--- src/rtl/i2s_pkg.sv ---
// ---------------------------------------------------------------------------
// i2s_pkg
// Shared constants and helpers for the I2S frame transmitter.
//   SAMPLE_W_DEF  default bits per channel
//   FRAME_SLOTS   slots per stereo frame at the default width
//   LRCK_LEFT     word-select level that marks the left channel
//   HOLD_*        holding-register states
//   frame_evt_t   registered per-frame event pulses
//   lrck_for_slot word-select level for a given slot (Philips timing)
// ---------------------------------------------------------------------------
package i2s_pkg;

  localparam int SAMPLE_W_DEF = 16;
  localparam int FRAME_SLOTS  = 2 * SAMPLE_W_DEF;

  localparam logic LRCK_LEFT  = 1'b0;
  localparam logic LRCK_RIGHT = ~LRCK_LEFT;

  // Holding register is a two-state machine: empty or carrying one pair.
  localparam logic [0:0] HOLD_EMPTY = 1'b0;
  localparam logic [0:0] HOLD_FULL  = 1'b1;

  typedef struct packed {
    logic frame_start;
    logic underrun;
  } frame_evt_t;

  // Word select leads the data by one slot: it switches to the right
  // channel on the last left bit and back on the last right bit.
  function automatic logic lrck_for_slot(input int unsigned slot,
                                         input int unsigned sample_w);
    if ((slot >= sample_w - 1) && (slot <= 2 * sample_w - 2)) begin
      return LRCK_RIGHT;
    end
    return LRCK_LEFT;
  endfunction

endpackage

--- src/rtl/i2s_sck_gen.sv ---
// ---------------------------------------------------------------------------
// i2s_sck_gen
// Divides the system clock down to the I2S bit clock.
//   clk       in   system clock
//   rst       in   asynchronous, active-high reset
//   sck       out  bit clock, low for the first half of each period
//   fall_stb  out  high for the one clk cycle in which the divider wraps;
//                  state updated on that edge changes together with sck
//                  falling
// ---------------------------------------------------------------------------
module i2s_sck_gen #(
  parameter int SCK_DIV = 4
) (
  input  logic clk,
  input  logic rst,
  output logic sck,
  output logic fall_stb
);

  localparam int CNT_W = (SCK_DIV > 2) ? $clog2(SCK_DIV) : 1;
  localparam logic [CNT_W-1:0] CNT_LAST = CNT_W'(SCK_DIV - 1);
  localparam logic [CNT_W-1:0] CNT_HALF = CNT_W'(SCK_DIV / 2);

  if ((SCK_DIV < 2) || (SCK_DIV % 2 != 0)) begin : g_bad_sck_div
    $error("i2s_sck_gen: SCK_DIV must be even and at least 2");
  end

  logic [CNT_W-1:0] div_cnt_q, div_cnt_d;
  logic             sck_q, sck_d;

  always_comb begin
    div_cnt_d = (div_cnt_q == CNT_LAST) ? '0 : div_cnt_q + 1'b1;
    // sck is registered from the next count so the pin never glitches,
    // while still equalling (div_cnt >= SCK_DIV/2) in every cycle.
    sck_d     = (div_cnt_d >= CNT_HALF);
  end

  // NOTE: state flops use non-blocking assignments so every flop samples
  // the pre-edge value of every other flop, whatever the statement order.
  always_ff @(posedge clk or posedge rst) begin
    if (rst) begin
      div_cnt_q <= '0;
      sck_q     <= 1'b0;
    end else begin
      div_cnt_q <= div_cnt_d;
      sck_q     <= sck_d;
    end
  end

  assign sck      = sck_q;
  assign fall_stb = (div_cnt_q == CNT_LAST);

endmodule

--- src/rtl/i2s_frame_tx.sv ---
// ---------------------------------------------------------------------------
// i2s_frame_tx
// Parallel-to-I2S transmitter with a one-pair holding register.
//   clk          in   system clock
//   rst          in   asynchronous, active-high reset
//   in_valid     in   sample pair offered
//   in_ready     out  holding register empty; pair taken on valid && ready
//   in_left      in   left sample, two's complement
//   in_right     in   right sample, two's complement
//   sck          out  I2S bit clock
//   lrck         out  word select, 0 = left
//   sdata        out  serial data, MSB first
//   frame_start  out  one-clk pulse after each frame load
//   underrun     out  one-clk pulse after a frame load that found no pair
// Frame length is 2*SAMPLE_W*SCK_DIV clk cycles; a pair accepted during
// one frame is transmitted in the next.
// ---------------------------------------------------------------------------
module i2s_frame_tx
  import i2s_pkg::*;
#(
  parameter int SAMPLE_W = SAMPLE_W_DEF,
  parameter int SCK_DIV  = 4
) (
  input  logic                clk,
  input  logic                rst,
  input  logic                in_valid,
  output logic                in_ready,
  input  logic [SAMPLE_W-1:0] in_left,
  input  logic [SAMPLE_W-1:0] in_right,
  output logic                sck,
  output logic                lrck,
  output logic                sdata,
  output logic                frame_start,
  output logic                underrun
);

  localparam int SLOT_CNT = 2 * SAMPLE_W;
  localparam int SLOT_W   = $clog2(SLOT_CNT);
  localparam logic [SLOT_W-1:0] SLOT_LAST = SLOT_W'(SLOT_CNT - 1);

  if ((SAMPLE_W < 8) || (SAMPLE_W > 32) || (SAMPLE_W % 2 != 0)) begin : g_bad_sample_w
    $error("i2s_frame_tx: SAMPLE_W must be even and in 8..32");
  end

  logic fall_stb;
  logic load_evt;
  logic accept;

  logic [SLOT_W-1:0]   slot_q, slot_d;
  logic                lrck_q, lrck_d;
  logic [SLOT_CNT-1:0] shift_q, shift_d;
  logic [0:0]          hold_state_q, hold_state_d;
  logic [SLOT_CNT-1:0] hold_data_q, hold_data_d;
  logic                in_ready_q, in_ready_d;
  frame_evt_t          evt_q, evt_d;

  i2s_sck_gen #(
    .SCK_DIV (SCK_DIV)
  ) u_sck_gen (
    .clk      (clk),
    .rst      (rst),
    .sck      (sck),
    .fall_stb (fall_stb)
  );

  always_comb begin
    // NOTE: every signal driven here gets its hold value first, so no path
    // through the block leaves one unassigned and no latch is inferred.
    slot_d       = slot_q;
    lrck_d       = lrck_q;
    shift_d      = shift_q;
    hold_state_d = hold_state_q;
    hold_data_d  = hold_data_q;
    evt_d        = '0;

    // A frame is loaded on the sck falling event that closes the last slot.
    load_evt = fall_stb && (slot_q == SLOT_LAST);
    accept   = in_valid && in_ready_q;

    if (fall_stb) begin
      slot_d = load_evt ? '0 : slot_q + 1'b1;
      lrck_d = lrck_for_slot(32'(slot_d), SAMPLE_W);
    end

    if (load_evt) begin
      if (hold_state_q == HOLD_FULL) begin
        shift_d      = hold_data_q;
        hold_state_d = HOLD_EMPTY;
      end else begin
        // Nothing pending: send a silent frame and flag it.
        shift_d        = '0;
        evt_d.underrun = 1'b1;
      end
      evt_d.frame_start = 1'b1;
    end else if (fall_stb) begin
      shift_d = {shift_q[SLOT_CNT-2:0], 1'b0};
    end

    // in_ready is low whenever the holding register is full, so an accept
    // can coincide with a load only when the load found it empty; the new
    // pair then waits for the following frame.
    if (accept) begin
      hold_state_d = HOLD_FULL;
      hold_data_d  = {in_left, in_right};
    end

    in_ready_d = (hold_state_d == HOLD_EMPTY);
  end

  always_ff @(posedge clk or posedge rst) begin
    if (rst) begin
      slot_q       <= '0;
      lrck_q       <= LRCK_LEFT;
      shift_q      <= '0;
      hold_state_q <= HOLD_EMPTY;
      in_ready_q   <= 1'b1;
      evt_q        <= '0;
    end else begin
      slot_q       <= slot_d;
      lrck_q       <= lrck_d;
      shift_q      <= shift_d;
      hold_state_q <= hold_state_d;
      in_ready_q   <= in_ready_d;
      evt_q        <= evt_d;
    end
  end

  // NOTE: the holding data needs no reset; it is only read when
  // hold_state_q says it was written, and keeping it out of the reset
  // tree leaves a plain enable register.
  always_ff @(posedge clk) begin
    hold_data_q <= hold_data_d;
  end

  assign in_ready    = in_ready_q;
  assign lrck        = lrck_q;
  assign sdata       = shift_q[SLOT_CNT-1];
  assign frame_start = evt_q.frame_start;
  assign underrun    = evt_q.underrun;

endmodule

--- config.mk ---
export PLATFORM = sky130hd
export DESIGN_NAME = i2s_frame_tx
export DESIGN_NICKNAME = d
export VERILOG_FILES = /design/src/rtl/i2s_pkg.sv /design/src/rtl/i2s_sck_gen.sv /design/src/rtl/i2s_frame_tx.sv
export SDC_FILE = /design/constraint.sdc
export NUM_CORES = 1
export LEC_CHECK = 0
export ABC_AREA = 1
export CAP_MARGIN = 25
export CORE_UTILIZATION = 35
export DETAILED_ROUTE_END_ITERATION = 8
export GPL_TIMING_DRIVEN = 0
export PLACE_DENSITY_LB_ADDON = 0.2
export SLEW_MARGIN = 20
export SYNTH_ARGS = -nofsm -noshare
export SYNTH_HDL_FRONTEND = slang
export SYNTH_SLANG_ARGS = --single-unit
--- constraint.sdc ---
create_clock -name clk -period 3.1 [get_ports clk]
set_clock_uncertainty 0.05 [all_clocks]
set_input_delay 0.62 -clock clk [delete_from_list [all_inputs] [get_ports clk]]
set_output_delay 0.62 -clock clk [all_outputs]
set_load 0.02 [all_outputs]
Word level (Yosys, flattened, before mapping)
Cells that the tools add are included.
Word-level totals
  bits in read-only memories: 0
  bits in writable memories: 0
  input port bits: 35
  bits in latches: 0
  register bits: 77
  memories: 0
  word-level logic and storage cells: 35
  output and inout port bits: 6
Operators by class
  add/subtract/negate cells: 2
  eq/ne operators: 2
  multiply operators: 0
  shift-type cells: 0
  $lt $le $gt $ge: 3
  mux-type cells: 13
  div/mod/pow operators: 0
  reductions and logical operators: 4
  bitwise operators: 1
Operators by type and width (number)
  $mux 32: 3
  $mux 1: 7
  $add 5x1->5 const B: 1
  $eq 5x5->1 const B: 1
  $ge 5x4->1 const B: 1
  $le 5x5->1 const B: 1
  $mux 5: 1
  $mux 2: 2
  $logic_and 1x1->1: 3
  $add 2x1->2 const B: 1
  $eq 2x2->1 const B: 1
  $ge 2x2->1 const B: 1
  $reduce_bool 2->1: 1
  $not 1->1: 1

Logic depth before layout (Yosys ltp)
Gate-level depths: netlist of run 1.
  depth after elaboration: 8
  gate-level depth with buffers: 10
  depth with buffers taken out: 10

Hierarchy
A second synthesis of run 1 with hierarchy kept.
Second synthesis, totals
  cells, all modules: 243
  area total of the unflattened synthesis: 2955.3 um2
Modules (own cells, without submodules)
  i2s_frame_tx: sequential area each 2013.2 um2, cells an instance 238, times used 1, area an instance 2885.3 um2
  i2s_sck_gen: sequential area each 50.0 um2, cells an instance 5, times used 1, area an instance 70.1 um2

Worst setup path after synthesis of run 1
Ideal clock, no wire load.
  path type: input-to-reg
  start point: input in_valid
  end point: register hold_data_q[0], enable pin
  path buffers: 0
  stages on the path: 2
  required time: 2.663 ns
  setup slack: 1.352 ns
  library setup time: 0.387 ns
  data arrival time: 1.312 ns
  cells stage by stage: nand2_1 -> inv_1
Between the ends
  cells in the longest elaborated chain, start to end: 1
Ends and longest elaborated chain
  from (decl): line i2s_frame_tx.sv:26  | input logic in_valid,
  $logic_and 1x1->1: line i2s_frame_tx.sv:78  | accept = in_valid && in_ready_q;
  named net accept: line i2s_frame_tx.sv:47  | logic accept;
  to (signal assigned): line i2s_frame_tx.sv:132  | hold_data_q <= hold_data_d;
  to (decl): line i2s_frame_tx.sv:53  | logic [SLOT_CNT-1:0] hold_data_q, hold_data_d;
The timed path passes the listed nets, and every way through them passes these cells.
A chain may end at the register's enable or synchronous reset.

Worst setup path in the final report of run 1
  start point: register in_ready_q (netlist: in_ready)
  end point: output in_ready
RTL lines
  from (decl): line i2s_frame_tx.sv:54  | logic in_ready_q, in_ready_d;
  from (signal assigned): line i2s_frame_tx.sv:123  | in_ready_q <= in_ready_d;
  to (decl): line i2s_frame_tx.sv:27  | output logic in_ready,
No word-level cell between the ends.

==> results of run 1 <==
## power by group through the flow
stage	Sequential, mW	Combinational [mW]	Clock [mW]
global placement	1.07	0.0535	0
detailed placement	1.07	0.0573	0
finish	1.05	0.0561	0.735
floorplan	1.07	0.00841	0
global route	1.05	0.0623	0.795
CTS	1.05	0.0577	0.754
## stage by stage
step	std cells	hold slack [ns]
3_3_place_gp	384	0.362
4_1_cts	401	0.382
3_5_place_dp	385	0.373
5_1_grt	401	0.402
2_1_floorplan	242	0.351
6_report	401	0.378
## final timing paths
kind | slack [ns] | end | start
setup / recovery | 0.96 | in_ready | in_ready
hold / removal | 0.38 | u_sck_gen.div_cnt_q[0] | u_sck_gen.div_cnt_q[0]
setup reg to reg | 1.24 | shift_q[11] | slot_q[0]
hold reg to reg | 0.38 | u_sck_gen.div_cnt_q[0] | u_sck_gen.div_cnt_q[0]
max in group asynchronous | 1.88 | in_ready | rst
min in group asynchronous | 0.54 | shift_q[4] | rst
## area by class of cell
class	instances	area (sq um)	share of cell area, %
Inverter	23	88.8	2.42
Sequential cell	76	2060	56.2
Clock buffer	10	128	3.48
Timing Repair Buffer	41	420	11.5
Buffer	14	81.3	2.22
Multi-Input combinational cell	129	694	18.9
Tap cell	102	128	3.48
Clock inverter	6	65.1	1.77
## layer usage
layer  up-vias  part of all wire, %  routed length, um
li1        956                    -                  -
met1       906                   47               2440
met2        39                   47               2440
met3         9                  3.7                193
met4         0                  1.8                 91
met5         -                    0                  0
## flip-flops by register name, summed over array words and instances (netlist names)
signal               cells
slot_q                   5
u_sck_gen.div_cnt_q      2
underrun                 1
hold_state_q             1
lrck                     1
frame_start              1
in_ready                 1
shift_q                 32
hold_data_q             32
## kinds of logic (layout without fill, tap and decap cells)
| family | Yosys count | count (layout) | synth area share [%] |
|---|---|---|---|
| flops | 76 | 76 | 70.5 |
| fa+ha+maj | 5 | 5 | 2.14 |
| simple gates | 64 | 64 | 9.19 |
| compound gates | 60 | 60 | 12.4 |
| buf+inv | 37 | 94 | 5.81 |
## layout by cell type (no fill, tap or decap)
| master | instances |
|---|---|
| dfstp_2 | 1 |
| ha_1 | 5 |
| nand3_1 | 15 |
| clkinv_2 | 2 |
| nor2_2 | 1 |
| buf_2 | 11 |
| dfrtp_1 | 43 |
| o22ai_1 | 21 |
| inv_2 | 3 |
| buf_12 | 1 |
| inv_4 | 1 |
| nand2_1 | 15 |
| o21ai_0 | 7 |
| inv_6 | 1 |
| buf_6 | 1 |
| or2_2 | 1 |
| clkinv_4 | 1 |
| bufinv_16 | 1 |
| clkinvlp_4 | 1 |
| nand4_1 | 1 |
| clkbuf_1 | 1 |
| nand2_2 | 1 |
| clkbuf_8 | 9 |
| nor2_1 | 30 |
| edfxtp_1 | 32 |
| a21oi_1 | 22 |
| inv_1 | 19 |
| o221ai_1 | 9 |
| o211ai_1 | 1 |
| clkdlybuf4s50_1 | 40 |
| buf_4 | 2 |
==> impl_results.md, run 1 <==
* Slew headroom at 55.8%
* Gpl congestion at 0.734
* # IOs at 41
* Part of the Yosys area used for sequential elements at 70.5%
* TritonCTS clock tree: built
* Synthesized area per cell at 12.1 sq um
* ANT cells at 0
* Cts-stage hold buffer count at 0
* VDD IR max at 0.000285 V
* Fin. Hold Viols at 0
* Clk slew on worst S/H paths at 0.08 ns
* Met1 Use GR at 17.7%
* FILL cells at 774
* WP depth at 1
* Reg2reg path depth at 9
* Die Height at 93.5 um
* Final Cycle Share at 69.1%
* Port Buffer Count at 40
* Yosys top cell area share at 36.8%
* P&R area growth vs syn at 25.3%
* Initial antenna violation count at 0
* Drt via density at 4.76
* Clock power frac at 39.9%
* Syn Inst Count at 242
* Outcome: completed
* Worst path slowest cell: clkdlybuf4s50_1
* Final HPWL DP at 3500 um
* Vias in the first global route at 1914
* Number of gates resized after CTS at 0
* Final ANT Viol Nets at 0
* Share of cells above drive strength 1 at 12.7%
* RSZ-0062 raised after global routing: false
* Sw power at 378 uW
* Synth top cells by count: dfrtp_1, edfxtp_1, nor2_1
* CP Capture Type: primary output
* Crit Path Max Fanout at 2
* Deepest clock path buffer count at 2
* Power Dens Cells at 501 nW/um^2
* Switching Share at 20.5%
* WP data required at 2.43 ns
* First-pass GRT wire length at 9090 um
* Critical path data arrival time at 1.47 ns
* Seq pwr share at 57.0%
* Setup Total Neg Slack at 0 ns
* Die ar. at 8730 sq um
* Max Clk Rate at 467 MHz
* Inserted Clock Buffers at 9
* Post-synth top area cell: dfrtp_1
* YS warnings at 0
* Comb pwr share at 3.1%
* Cell family with most CP delay: buffers and inverters
* Final #Nets at 334
* Wire per inst at 12.9 um
* Final number of setup-violating endpoints at 0
* Syn Nets at 282
* Clock Latency Late Sink at 0.35 ns
* Critical path, cell by cell: clkdlybuf4s50_1
* Hold Path Class: register to register
* Most numerous cell in the Yosys netlist: dfrtp_1
* Max-cap violations at 0
* Post-layout min period at 2.14 ns
* Syn Std Cell Area at 2930 sq um
* Post-CTS Setup Inserts at 0
* Slew Viols, Final at 0
* GR met2 Demand/Resource at 21.3%
* DRC Markers at 0
* Netlist cell types at 22
* H-tree Lvls at 3
* Drt total wl at 5170 um
* Fin util at 46.3%
* Die width at 93.5 um
* Final worst slack at 0.958 ns
* Worst slew pin tran at 0.662 ns
* Yosys reg bits at 76
* Dominant cells by area after synthesis: dfrtp_1, edfxtp_1, o22ai_1
* GR peak layer: met2
* Gr usage total at 13.8%
* CTS Sinks at 76
* Clk root buf: clkbuf_8
* EDFF count, synth at 32
* Hold Path Depth at 1
* Area after DPL at 3480 sq um
* Initial Util at 36.9%
* Int Power at 1.46 mW
* Pre-CTS setup slack at 0.963 ns
* Critical path class: register to primary output
* Largest net degree at the start of global routing at 33
* Pre-antenna DRT Iters at 4
* Slowest stage delay, CP at 0.60 ns
* Asr flop ratio synth at 57.9%
* Total chip power at 1.84 mW
* Finished Cell Area at 3670 sq um
* Critical path buffers and inverters at 1
* Grt met3 use at 4.15%
* Core box area at 7930 sq um
* CP Launch Type: register
* Total gr overflow at 0
* Ys flop type: dfrtp_1
* Pleak at 1.54 nW
* Initial DRC Count at 116
* Via count at 1910
* Row Count at 32
No activity file was read; power rests on OpenSTA's default activity.
==> run 2, diff against run 1 <==
- clock period: 3.1 -> 1.8 ns (I/O delays scaled with it)
==> impl_results.md, run 2 (synthesized netlist as in run 1, its figures left out) <==
* Most frequent cells in the layout: dfrtp_1, clkdlybuf4s50_1, edfxtp_1, nor2_1, a21oi_1
* VDD IR max at 0.000489 V
* Post-layout min period at 1.71 ns
* Cell family with most CP delay: buffers and inverters
* Pre-CTS setup slack at -0.0774 ns
* Area after DPL at 3480 sq um
* Final number of setup-violating endpoints at 0
* Die Height at 93.5 um
* RSZ-0062 raised after global routing: false
* Drt via density at 4.76
* FF-to-FF setup slack at 0.11 ns
* TritonCTS clock tree: built
* ANT cells at 0
* Top Registers: hold_data_q (32), shift_q (32), slot_q (5)
* WP depth at 1
* # IOs at 41
* DRC Markers at 0
* Deepest clock path buffer count at 2
* P&R area growth vs syn at 28.1%
* FILL cells at 768
* GR peak layer: met2
* Crit Path Max Fanout at 2
* Die width at 93.5 um
* CP Launch Type: register
* CTS Sinks at 76
* Fin. Hold Viols at 0
* Commonest non-fill, non-tap cell in the layout: dfrtp_1
* Clk root buf: clkbuf_8
* Final ANT Viol Nets at 0
* Final HPWL DP at 3500 um
* Initial DRC Count at 104
* Final Cycle Share at 95.1%
* Critical path, cell by cell: clkdlybuf4s50_1
* Cts-stage hold buffer count at 0
* Largest net degree at the start of global routing at 33
* GR met2 Demand/Resource at 21.5%
* Grt met3 use at 4.15%
* Pre-antenna DRT Iters at 4
* Power Dens Cells at 844 nW/um^2
* Hold Path Class: input pin to asynchronous set/reset pin
* Final #Nets at 338
* Share of cells above drive strength 1 at 16.5%
* Clock Latency Late Sink at 0.35 ns
* Total gr overflow at 0
* Outcome: completed
* Slowest stage delay, CP at 0.60 ns
* Via count at 1927
* Wire per inst at 13.1 um
* Port Buffer Count at 40
* Max Clk Rate at 584 MHz
* Worst slew pin tran at 0.665 ns
* Core box area at 7930 sq um
* CP Capture Type: primary output
* Gr usage total at 13.8%
* Clk slew on worst S/H paths at 0.08 ns
* Critical path data arrival time at 1.30 ns
* Critical path buffers and inverters at 1
* Drt total wl at 5300 um
* Final worst slack at 0.0876 ns
* WP data required at 1.39 ns
* Finished Cell Area at 3750 sq um
* Gpl congestion at 0.734
* Critical path class: register to primary output
* Reg2reg path depth at 8
* Row Count at 32
* Met1 Use GR at 17.7%
* H-tree Lvls at 3
* Initial Util at 36.9%
* Inserted Clock Buffers at 9
* First-pass GRT wire length at 9110 um
* Slew Viols, Final at 0
* Initial antenna violation count at 0
* Pleak at 1.58 nW
* Vias in the first global route at 1919
* Worst path slowest cell: clkdlybuf4s50_1
* Max-cap violations at 0
* Die ar. at 8730 sq um
* Slew headroom at 55.6%
==> run 2: power breakdown <==
| group | internal [mW] | switching (mW) | leakage [nW] | total (mW) |
|---|---|---|---|---|
| combinational | 0.0679 | 0.0288 | 0.606 | 0.0967 |
| sequential | 1.81 | 0 | 0.879 | 1.81 |
| clock | 0.643 | 0.622 | 0.0966 | 1.26 |
| total | 2.52 | 0.651 | 1.58 | 3.17 |
==> run 2: layout make-up <==
| type | count | area, sq um | area share, % |
|---|---|---|---|
| Buffer | 14 | 100 | 2.67 |
| Clock buffer | 10 | 128 | 3.40 |
| Clock inverter | 6 | 65.1 | 1.73 |
| Inverter | 23 | 88.8 | 2.37 |
| Multi-Input combinational cell | 130 | 737 | 19.6 |
| Sequential cell | 76 | 2060 | 55.0 |
| Tap cell | 102 | 128 | 3.40 |
| Timing Repair Buffer | 44 | 442 | 11.8 |
==> run 2: path summary, 6_finish.rpt <==
path	end	from
setup / recovery	lrck	lrck
hold / removal	shift_q[4]	rst
setup reg to reg	shift_q[27]	slot_q[0]
hold reg to reg	u_sck_gen.div_cnt_q[0]	u_sck_gen.div_cnt_q[0]
max in group asynchronous	in_ready	rst
min in group clk	u_sck_gen.div_cnt_q[0]	u_sck_gen.div_cnt_q[0]
==> run 2: what timing repair did <==
item | 4_1_cts | 5_1_grt
cloned | 0 | 1
setup endpoints to repair | 30 | 34
resized for setup | 5 | 13
pin swaps | 0 | 1
setup buffers | 0 | 3
==> run 2: stage by stage <==
step	TNS [ns]	utilization, %	power [mW]	std cells	hold slack (ns)
after floorplan	0	-	1.86	242	0.351
after global placement	-40.06	43.6	1.93	384	0.362
after detailed placement	-2.56	43.8	1.94	385	0.373
after CTS	0	46.4	3.20	401	0.292
after global routing	0	47.3	3.28	405	0.315
final	0	47.3	3.17	405	0.282
==> run 2: metal layers <==
layer	wire length [um]	vias up	part of all wire, %
met5	0	-	0
met4	89	0	1.7
met3	209	9	3.9
met2	2520	46	47
met1	2490	907	47
li1	-	965	-
